**src/rtl/ss_pkg.sv**
```systemverilog
// Shared types for the return-address shadow stack sequencer.
//   ss_kind_e  : commit event kind (CALL/RET)
//   ss_cause_e : violation cause code as presented on o_cause
//   ss_state_e : sequencer FSM state
package ss_pkg;

  typedef enum logic {
    KIND_CALL = 1'b0,
    KIND_RET  = 1'b1
  } ss_kind_e;

  typedef enum logic [1:0] {
    CAUSE_NONE      = 2'b00,
    CAUSE_MISMATCH  = 2'b01,
    CAUSE_OVERFLOW  = 2'b10,
    CAUSE_UNDERFLOW = 2'b11
  } ss_cause_e;

  typedef enum logic [1:0] {
    ST_IDLE = 2'd0,
    ST_EXEC = 2'd1,
    ST_VIOL = 2'd2
  } ss_state_e;

endpackage

```
**src/rtl/shadow_stack_ctrl.sv**
```systemverilog
// shadow_stack_ctrl: sequences committed CALL/RET events onto a register-based
// shadow stack, checks popped return addresses and holds a sticky violation.
//
// Ports
//   clk, rstn                 clock, synchronous active-low reset
//   i_enable                  CSR enable, sampled at handshake only
//   i_valid/o_ready           event handshake (one event per two cycles)
//   i_kind, i_addr            event kind (0 CALL, 1 RET) and address
//   o_push, o_push_data       push command to the stack
//   o_pop, i_pop_data         pop command / combinational top-of-stack
//   i_full, i_empty           stack status
//   i_clear                   clears a held violation (VIOL state only)
//   o_violation, o_cause      sticky violation flag and cause
//   o_viol_expected/_target   popped vs actual address captured at violation
//   o_untracked               saturating count of CALLs lost to overflow
//
// Build option: SHADOW_STACK_STRICT_EN -- when defined, overflow and underflow
// raise violations and the untracked counter never increments.
module shadow_stack_ctrl
  import ss_pkg::*;
#(
  parameter int XLEN  = 64,
  parameter int CNT_W = 8
) (
  input  logic             clk,
  input  logic             rstn,
  input  logic             i_enable,
  input  logic             i_valid,
  output logic             o_ready,
  input  logic             i_kind,
  input  logic [XLEN-1:0]  i_addr,
  output logic             o_push,
  output logic [XLEN-1:0]  o_push_data,
  output logic             o_pop,
  input  logic [XLEN-1:0]  i_pop_data,
  input  logic             i_full,
  input  logic             i_empty,
  input  logic             i_clear,
  output logic             o_violation,
  output logic [1:0]       o_cause,
  output logic [XLEN-1:0]  o_viol_expected,
  output logic [XLEN-1:0]  o_viol_target,
  output logic [CNT_W-1:0] o_untracked
);

  ss_state_e        r_state, w_state_n;
  ss_kind_e         r_kind;
  logic [XLEN-1:0]  r_addr;
  logic [CNT_W-1:0] r_untracked;
  logic             r_violation;
  ss_cause_e        r_cause;
  logic [XLEN-1:0]  r_viol_expected;
  logic [XLEN-1:0]  r_viol_target;

  logic             w_ready, w_push, w_pop;
  logic             w_raise, w_cnt_inc, w_cnt_dec;
  ss_cause_e        w_cause;
  logic [XLEN-1:0]  w_exp;
  logic             w_accept;

  always_ff @(posedge clk) begin
    if (!rstn) r_state <= ST_IDLE;
    else       r_state <= w_state_n;
  end

  always_comb begin
    w_state_n = r_state;
    w_ready   = 1'b0;
    w_push    = 1'b0;
    w_pop     = 1'b0;
    w_raise   = 1'b0;
    w_cause   = CAUSE_NONE;
    w_exp     = '0;
    w_cnt_inc = 1'b0;
    w_cnt_dec = 1'b0;
    case (r_state)
      ST_IDLE: begin
        w_ready = 1'b1;
        if (i_valid && i_enable) w_state_n = ST_EXEC;
      end
      ST_EXEC: begin
        w_state_n = ST_IDLE;
        if (r_kind == KIND_CALL) begin
          if (!i_full) begin
            w_push = 1'b1;
          end else begin
`ifdef SHADOW_STACK_STRICT_EN
            w_raise = 1'b1;
            w_cause = CAUSE_OVERFLOW;
`else
            w_cnt_inc = (r_untracked != '1);
`endif
          end
        end else if (r_untracked != '0) begin
          // A RET that pairs with an untracked CALL: nothing to check against.
          w_cnt_dec = 1'b1;
        end else if (i_empty) begin
`ifdef SHADOW_STACK_STRICT_EN
          w_raise = 1'b1;
          w_cause = CAUSE_UNDERFLOW;
`endif
        end else begin
          // Pop is issued even on mismatch so the stack stays aligned.
          w_pop = 1'b1;
          if (i_pop_data != r_addr) begin
            w_raise = 1'b1;
            w_cause = CAUSE_MISMATCH;
            w_exp   = i_pop_data;
          end
        end
        if (w_raise) w_state_n = ST_VIOL;
      end
      ST_VIOL: begin
        w_ready = 1'b1;
        if (i_clear) w_state_n = ST_IDLE;
      end
      default: w_state_n = ST_IDLE;
    endcase
  end

  assign w_accept = (r_state == ST_IDLE) && i_valid && i_enable;

  always_ff @(posedge clk) begin
    if (!rstn) begin
      r_kind          <= KIND_CALL;
      r_addr          <= '0;
      r_untracked     <= '0;
      r_violation     <= 1'b0;
      r_cause         <= CAUSE_NONE;
      r_viol_expected <= '0;
      r_viol_target   <= '0;
    end else begin
      if (w_accept) begin
        r_kind <= ss_kind_e'(i_kind);
        r_addr <= i_addr;
      end
      if (w_raise) begin
        r_violation     <= 1'b1;
        r_cause         <= w_cause;
        r_viol_expected <= w_exp;
        r_viol_target   <= r_addr;
      end else if (r_state == ST_VIOL && i_clear) begin
        r_violation     <= 1'b0;
        r_cause         <= CAUSE_NONE;
        r_viol_expected <= '0;
        r_viol_target   <= '0;
      end
      if (w_cnt_inc)      r_untracked <= r_untracked + 1'b1;
      else if (w_cnt_dec) r_untracked <= r_untracked - 1'b1;
    end
  end

  // Gated with rstn so a reset landing mid-EXEC issues no stack command.
  assign o_ready         = rstn & w_ready;
  assign o_push          = rstn & w_push;
  assign o_pop           = rstn & w_pop;
  assign o_push_data     = w_push ? r_addr : '0;
  assign o_violation     = r_violation;
  assign o_cause         = r_cause;
  assign o_viol_expected = r_viol_expected;
  assign o_viol_target   = r_viol_target;
  assign o_untracked     = r_untracked;

endmodule

```
**config.mk**
```make
export PLATFORM = sky130hd
export DESIGN_NAME = shadow_stack_ctrl
export DESIGN_NICKNAME = d
export VERILOG_FILES = /design/src/rtl/ss_pkg.sv /design/src/rtl/shadow_stack_ctrl.sv
export SDC_FILE = /design/constraint.sdc
export NUM_CORES = 1
export LEC_CHECK = 0
export BUFFER_PORTS_ARGS = -buffer_cell sky130_fd_sc_hd__buf_2
export CORE_MARGIN = 1
export CORE_UTILIZATION = 45
export CTS_BUF_LIST = sky130_fd_sc_hd__clkbuf_8
export CTS_CLUSTER_SIZE = 12
export DETAILED_ROUTE_END_ITERATION = 10
export PLACE_DENSITY = 0.81
export SLEW_MARGIN = 10
export SYNTH_ARGS = -nofsm -noshare
export SYNTH_HDL_FRONTEND = slang
export SYNTH_SLANG_ARGS = --single-unit
```
**constraint.sdc**
```tcl
create_clock -name clk -period 4.1 [get_ports clk]
set_input_delay 0.615 -clock clk [delete_from_list [all_inputs] [get_ports clk]]
set_output_delay 0.615 -clock clk [all_outputs]
set_load 0.1 [all_outputs]
```
==> PnR_summary.wiki, run 1 <==
{| class="wikitable"
! Metric !! Value
|-
| Status || finished, final reports clean
|-
| Startpoint types || flop
|-
| Metal-1 WL || 12,300 µm
|-
| Area fraction of the dominant cell type after synthesis || 0.449
|-
| Dpl hpwl || roughly 21,000 µm
|-
| Clk pin slew, worst setup/hold paths || approximately 0.060 ns
|-
| Multi-input combinational cell area || 4710 µm²
|-
| Power per cell area || 367 nW/µm²
|-
| Finish-stage setup viols || 0
|-
| PortBufs || 340
|-
| Number of antenna violations at the first check in global routing || 4
|-
| Wire length of the first global-routing pass || around 43,000 µm
|-
| Detail Route met2 WL || 14,400 µm
|-
| Htree depth || 2
|-
| Predominant post-synthesis flop cell || dfxtp_1
|-
| First-pass iteration count of the detailed router || 5
|-
| Post-CTS setup buffers || 0
|-
| Total number of placement rows || 51
|-
| Static power due to leakage || 5.31 nW
|-
| Sequential Area || 4080 µm²
|-
| Total negative setup slack || 0 ns
|-
| Most used cells in the layout excluding fill and tap cells || 392 x nand2_1, 339 x buf_2, 204 x dfxtp_1
|-
| Critical Path Sink Type || output port
|-
| Asr flop ratio synth || 0
|-
| Instance area after placement || 10,900 µm²
|-
| Number of flops mapped to enable cells by yosys || 0
|-
| Worst hold path type || in -> reg
|-
| Fillers || between 1,500 and 2,000
|-
| Detailed-route DRC error count || 0
|-
| Final Total Pwr || 4.26 mW
|-
| Number of buffers added by the clock tree synthesis step || 36
|-
| CP arrival || between 2 and 2.5 ns
|-
| Number of global-route vias before repair || 8,168
|-
| Cell chain of the critical path || nor4b_2 -> buf_4 -> and2_1 -> buf_2
|-
| Clock Tree Root || clkbuf_8
|-
| Count of endpoints failing hold in the final timing report || 0
|-
| Placer congestion estimate || between 0.8 and 0.9
|-
| I/O pin count || 342
|-
| Remaining number of nets flagged by the antenna check after routing || 0
|-
| Largest incremental delay on the critical path || 0.43 ns
|-
| Shortest period the worst path allows || roughly 3.0 ns
|-
| Count of hold-fix buffers inserted at cts || 0
|-
| Final layout net count || 1,545
|-
| Detailed-route vias per instance || 5.15
|-
| Share of the cycle needed by the critical path after routing || 0.721
|-
| Critical path type || reg -> out
|-
| Seq/Total Area, Yosys || 0.449
|-
| DR vias || slightly below 9,000
|-
| Fin Hold WS || 0.330 ns
|-
| Clock tree from TritonCTS || done
|-
| WL final || 30,000 µm
|-
| Top metal layer carrying routed signals || met5
|-
| Synthesis-to-layout area growth || 27.4%
|-
| Master of the slowest instance on the critical path || dfxtp_1
|-
| Measured slew at the worst slew-check pin || 0.973 ns
|-
| Top fanout value on the critical path || 42
|-
| Std-Cell Core Area || 19,700 µm²
|-
| Clock sinks || 204
|-
| Height of the die || 144 µm
|-
| Top post-synthesis cells by area || dfxtp_1 45%, nand2_1 16%, mux2i_1 14%, xor2_1 6.3%, and2_1 4.6%
|-
| Max Cap Viol || 0
|-
| GR Util All Layers || 0.274
|-
| #FFs+latches synth || just over 200
|-
| Area of the die || 20,800 µm²
|-
| Cts repair resizes || 0
|-
| Share of cells above drive strength 1 || 0.282
|-
| RSZ-0062 raised after global routing || false
|-
| Routed length per placed instance || 17.7 µm
|-
| Worst relative slew slack || 0.351
|-
| Die Width || about 140 µm
|-
| Setup slack of the worst register-to-register path || roughly 1.2 ns
|-
| Maximum number of pins on one net before global-route repair || 131
|-
| Mean cell area of the mapped netlist || around 8.4 µm²
|-
| Total congestion overflow after global routing || 0
|-
| Effective utilization at floorplan || 0.463
|-
| Clock insertion delay at the later pin of the skew report || 0.52 ns
|-
| Required time worst endpoint || between 3 and 4 ns
|-
| Post-route cell area || 11,600 µm²
|-
| Maximum operating frequency || between 300 and 400 MHz
|-
| Cell type contributing the most total cell area after synthesis || dfxtp_1
|-
| Worst Clk Skew || 0.0180 ns
|-
| Number of max-slew violations in the final report || 0
|-
| Most frequent standard cell in the layout excluding fill and tap cells || nand2_1
|-
| Peak VDD IR || 0.215 mV
|-
| Cell count after synthesis || 1,089
|-
| Number of library cell types mapped by synthesis || 34
|-
| Starting DRT DRC Count || 459
|-
| Synth warn || 0
|-
| Routed length on met3 || between 2000 and 2500 µm
|-
| Number of buffers on the longest clock path || 3
|-
| Net count after synthesis || 1,233
|-
| Netlist Area Pre-Place || 9100 µm²
|}
-- area by class of cell --
cell class              count  area share
diodes                      2    0.000432
clock buffers              41      0.0487
clock inverters            23     0.00852
inverters                   2    0.000647
multi-input cells         808       0.406
flip-flops and latches    204       0.352
well taps                 265      0.0286
repair buffers            349       0.155
-- stage by stage --
stage          setup WS, ns   util  cells
2_1_floorplan         0.703      -   1089
3_3_place_gp          0.882  0.556   1628
4_1_cts                1.01  0.590   1692
6_report               1.15  0.590   1694
3_5_place_dp          0.909  0.556   1628
5_1_grt                1.04  0.590   1694
-- synth_stat cells, types with 3 or more instances --
| master | number |
|---|---|
| buf_4 | 13 |
| and3_1 | 3 |
| nand2_1 | 392 |
| a21oi_1 | 67 |
| nand4_1 | 6 |
| o21ai_0 | 6 |
| dfxtp_1 | 204 |
| xor2_1 | 65 |
| nor4_1 | 18 |
| xnor2_1 | 3 |
| or4_1 | 3 |
| nor2_1 | 17 |
| mux2i_1 | 131 |
| nand3_1 | 4 |
| and2_1 | 67 |
| ha_1 | 7 |
| buf_2 | 4 |
| buf_1 | 7 |
| clkbuf_1 | 51 |
-- final timing paths --
path / from / endpoint / cells after the start
worst max register to register: r_addr[13] / o_viol_expected[26] / 7
worst max-delay path: r_state[0] / o_push_data[48] / 4
worst min register to register: o_viol_expected[24] / o_viol_expected[24] / 2
worst min-delay path: i_addr[58] / r_addr[58] / 3
-- power by group --
| group | internal (mW) | total (mW) | switching [mW] |
|---|---|---|---|
| logic | 0.140 | 0.445 | 0.306 |
| clock network | 0.914 | 1.75 | 0.837 |
| registers | 2.02 | 2.06 | 0.0441 |
| total | 3.07 | 4.26 | 1.19 |
-- flip-flops by register name (all words and copies together), names as in the netlist --
register,flops
o_cause,1
o_untracked,8
o_viol_expected,64
o_viol_target,64
r_addr,64
r_kind,1
r_state,2
-- critical path, delay by kind of cell (launching register included) --
kind / cells / cell delay [ns]
buffers and inverters: 2 / 0.86
and+or+nand+nor: 2 / 0.50
DFF: 1 / 0.43
-- logic make-up (layout without fill, tap and decap cells) --
group	count (synthesis)	count (layout)	synth area share
compound gates	81	81	0.0471
flops	204	204	0.449
xor+xnor	68	68	0.0654
other cells	1	3	0.000412
buf+inv	77	415	0.0377
fa+ha+maj	8	8	0.0118
simple gates	519	519	0.245
mux	131	131	0.144
-- layer usage --
metal  track usage  vias to the layer above
li1              -                     4167
met2         0.460                      377
met5             0                        -
met4         0.112                        4
met3        0.0719                       63
met1         0.333                     4114
Power figures use the tool's default switching activity.
==> inputs of run 2 (changes only) <==
clock period = 2.8 ns   (was 4.1 ns; I/O delays follow)
==> PnR_summary.wiki, run 2 (same netlist as run 1, synthesis figures left out) <==
{| class="wikitable"
! Metric !! Value
|-
| RSZ-0062 raised after global routing || false
|-
| Share of cells above drive strength 1 || 0.302 (+0.0202)
|-
| Post-Place Cells || 1,648 (+1.2%)
|-
| Total negative setup slack || 0 ns (unchanged)
|-
| Power per cell area || 509 nW/µm² (+38%)
|-
| Worst hold path type || in -> reg
|-
| First-pass iteration count of the detailed router || 5 (unchanged)
|-
| Clock insertion delay at the later pin of the skew report || 0.52 ns (about the same)
|-
| PortBufs || 340 (unchanged)
|-
| Critical Path Sink Type || output port
|-
| Worst Clk Skew || 0.0320 ns (+0.0141 ns)
|-
| Number of antenna violations at the first check in global routing || 3 (-1)
|-
| Most used cells in the layout excluding fill and tap cells || 392 x nand2_1, 295 x buf_2, 196 x dfxtp_1
|-
| Number of buffers on the longest clock path || 3 (unchanged)
|-
| Die Width || 144 µm (unchanged)
|-
| Starting DRT DRC Count || 468 (+2.0%)
|-
| Total number of placement rows || 51 (unchanged)
|-
| Clk pin slew, worst setup/hold paths || 0.06 ns (about the same)
|-
| Final Total Pwr || 6.34 mW (+49%)
|-
| Share of the cycle needed by the critical path after routing || 0.918
|-
| Number of cells traversed by the worst register-to-register path || 9 (+2)
|-
| I/O pin count || 342 (unchanged)
|-
| Shortest period the worst path allows || 2.57 ns
|-
| Number of global-route vias before repair || 8,624 (+5.6%)
|-
| Maximum operating frequency || 389 MHz
|-
| Post-CTS setup buffers || 0 (unchanged)
|-
| Dpl hpwl || 22,600 µm (+9.5%)
|-
| Area of the die || 20,800 µm² (unchanged)
|-
| Fillers || 1,661 (-5.5%)
|-
| Std-Cell Core Area || 19,700 µm² (unchanged)
|-
| DR vias || 8,801 (+0.87%)
|-
| Status || finished, final reports clean
|-
| WL final || 31,300 µm (+4.2%)
|-
| Measured slew at the worst slew-check pin || 0.746 ns (-0.226 ns)
|-
| Remaining number of nets flagged by the antenna check after routing || 0 (unchanged)
|-
| Clock sinks || 204 (unchanged)
|-
| Static power due to leakage || 5.53 nW (+4.1%)
|-
| Wire length of the first global-routing pass || 45,900 µm (+5.6%)
|-
| Cts repair resizes || 0 (unchanged)
|-
| Clock Tree Root || clkbuf_8
|-
| Most frequent standard cell in the layout excluding fill and tap cells || nand2_1
|-
| Synthesis-to-layout area growth || 36.9%
|-
| Total congestion overflow after global routing || 0 (unchanged)
|-
| Final layout net count || 1,565 (+1.3%)
|-
| Capturing element of the worst setup path || o_pop
|-
| GR Util All Layers || 0.291 (+0.0170)
|-
| Maximum number of pins on one net before global-route repair || 74 (-44%)
|-
| Top fanout value on the critical path || 6 (-86%)
|-
| Critical path type || reg -> out
|-
| Finish-stage setup viols || 0 (unchanged)
|-
| Sequential Area || 4090 µm² (+0.25%)
|-
| Count of endpoints failing hold in the final timing report || 0 (unchanged)
|-
| Startpoint types || flop
|-
| Number of max-slew violations in the final report || 0 (unchanged)
|-
| Htree depth || 2 (unchanged)
|-
| Multi-input combinational cell area || 4720 µm² (+0.27%)
|-
| FF-to-FF End || o_untracked[7]
|-
| Setup slack of the worst register-to-register path || 0.27 ns (-0.92 ns)
|-
| Detailed-route vias per instance || 5.15 (about the same)
|-
| Height of the die || 144 µm (unchanged)
|-
| Final core utilization || 0.634 (+0.0442)
|-
| Placer congestion estimate || 0.827 (+2.1%)
|-
| Max Cap Viol || 0 (unchanged)
|-
| CP arrival || 2.15 ns (-0.19 ns)
|-
| Launching element of the worst setup path || o_untracked[3]
|-
| Detailed-route DRC error count || 0 (unchanged)
|-
| Effective utilization at floorplan || 0.463 (unchanged)
|-
| Worst relative slew slack || 0.502 (+0.151)
|-
| Count of hold-fix buffers inserted at cts || 0 (unchanged)
|-
| Peak VDD IR || 0.335 mV (+56%)
|-
| Worst reg2reg path startpoint || r_kind
|-
| Number of buffers added by the clock tree synthesis step || 36 (unchanged)
|-
| Routed length per placed instance || 18.3 µm (+3.4%)
|-
| Filler-free cell count of the finished design || 1,708 (+0.83%)
|-
| Required time worst endpoint || 2.38 ns (-1.10 ns)
|-
| Clock tree from TritonCTS || done
|}
[run 2: layout make-up]
type,count,share of cell area
Multi-Input combinational cell,808,0.379
Sequential cell,204,0.328
Timing Repair Buffer,369,0.211
Clock buffer,45,0.0497
Tap cell,265,0.0266
Clock inverter,13,0.00432
Inverter,2,0.000602
Antenna cell,2,0.000402
[run 2: worst min-delay path by stage]
stage | from | to | slack (ns) | cells after the start
2_1_floorplan | r_kind | r_kind | 0.46 | 2
3_3_place_gp | o_viol_expected[53] | o_viol_expected[53] | 0.44 | 2
3_5_place_dp | o_viol_expected[60] | o_viol_expected[60] | 0.44 | 2
4_1_cts | i_addr[45] | r_addr[45] | 0.11 | 3
5_1_grt | i_addr[22] | r_addr[22] | 0.14 | 3
6_report | i_addr[38] | r_addr[38] | 0.14 | 3
[run 2: stage by stage]
step                      instance area [µm²]  hold slack [ns]  setup slack [ns]
final                                   12500            0.136             0.230
after global routing                    12500            0.136            0.0742
after CTS                               12400            0.113             0.105
after detailed placement                11800            0.443           0.00335
after global placement                  11800            0.439             0.104
after floorplan                          9120            0.463            0.0399
[run 2: worst max-delay path, cell delays in order, from the launching register on]
cell and delay [ns]:
dfxtp_2 0.35, or4_1 0.52, nor2_1 0.17, nand2_1 0.23
nor2_2 0.20, buf_12 0.19
[run 2: per-layer routing]
metal | up-vias | part of all wire | global-route usage | routed length [µm]
li1 | 4191 | - | - | -
met1 | 4141 | 0.39 | 0.338 | 12300
met2 | 394 | 0.50 | 0.507 | 15500
met3 | 73 | 0.079 | 0.0745 | 2470
met4 | 2 | 0.033 | 0.123 | 1030
met5 | - | 0.00035 | 0 | 11
[run 2: report_power, final]
group	internal, mW	switching, mW	total, mW
registers	2.96	0.0653	3.02
logic	0.229	0.461	0.690
clock network	1.43	1.19	2.63
total	4.62	1.72	6.34
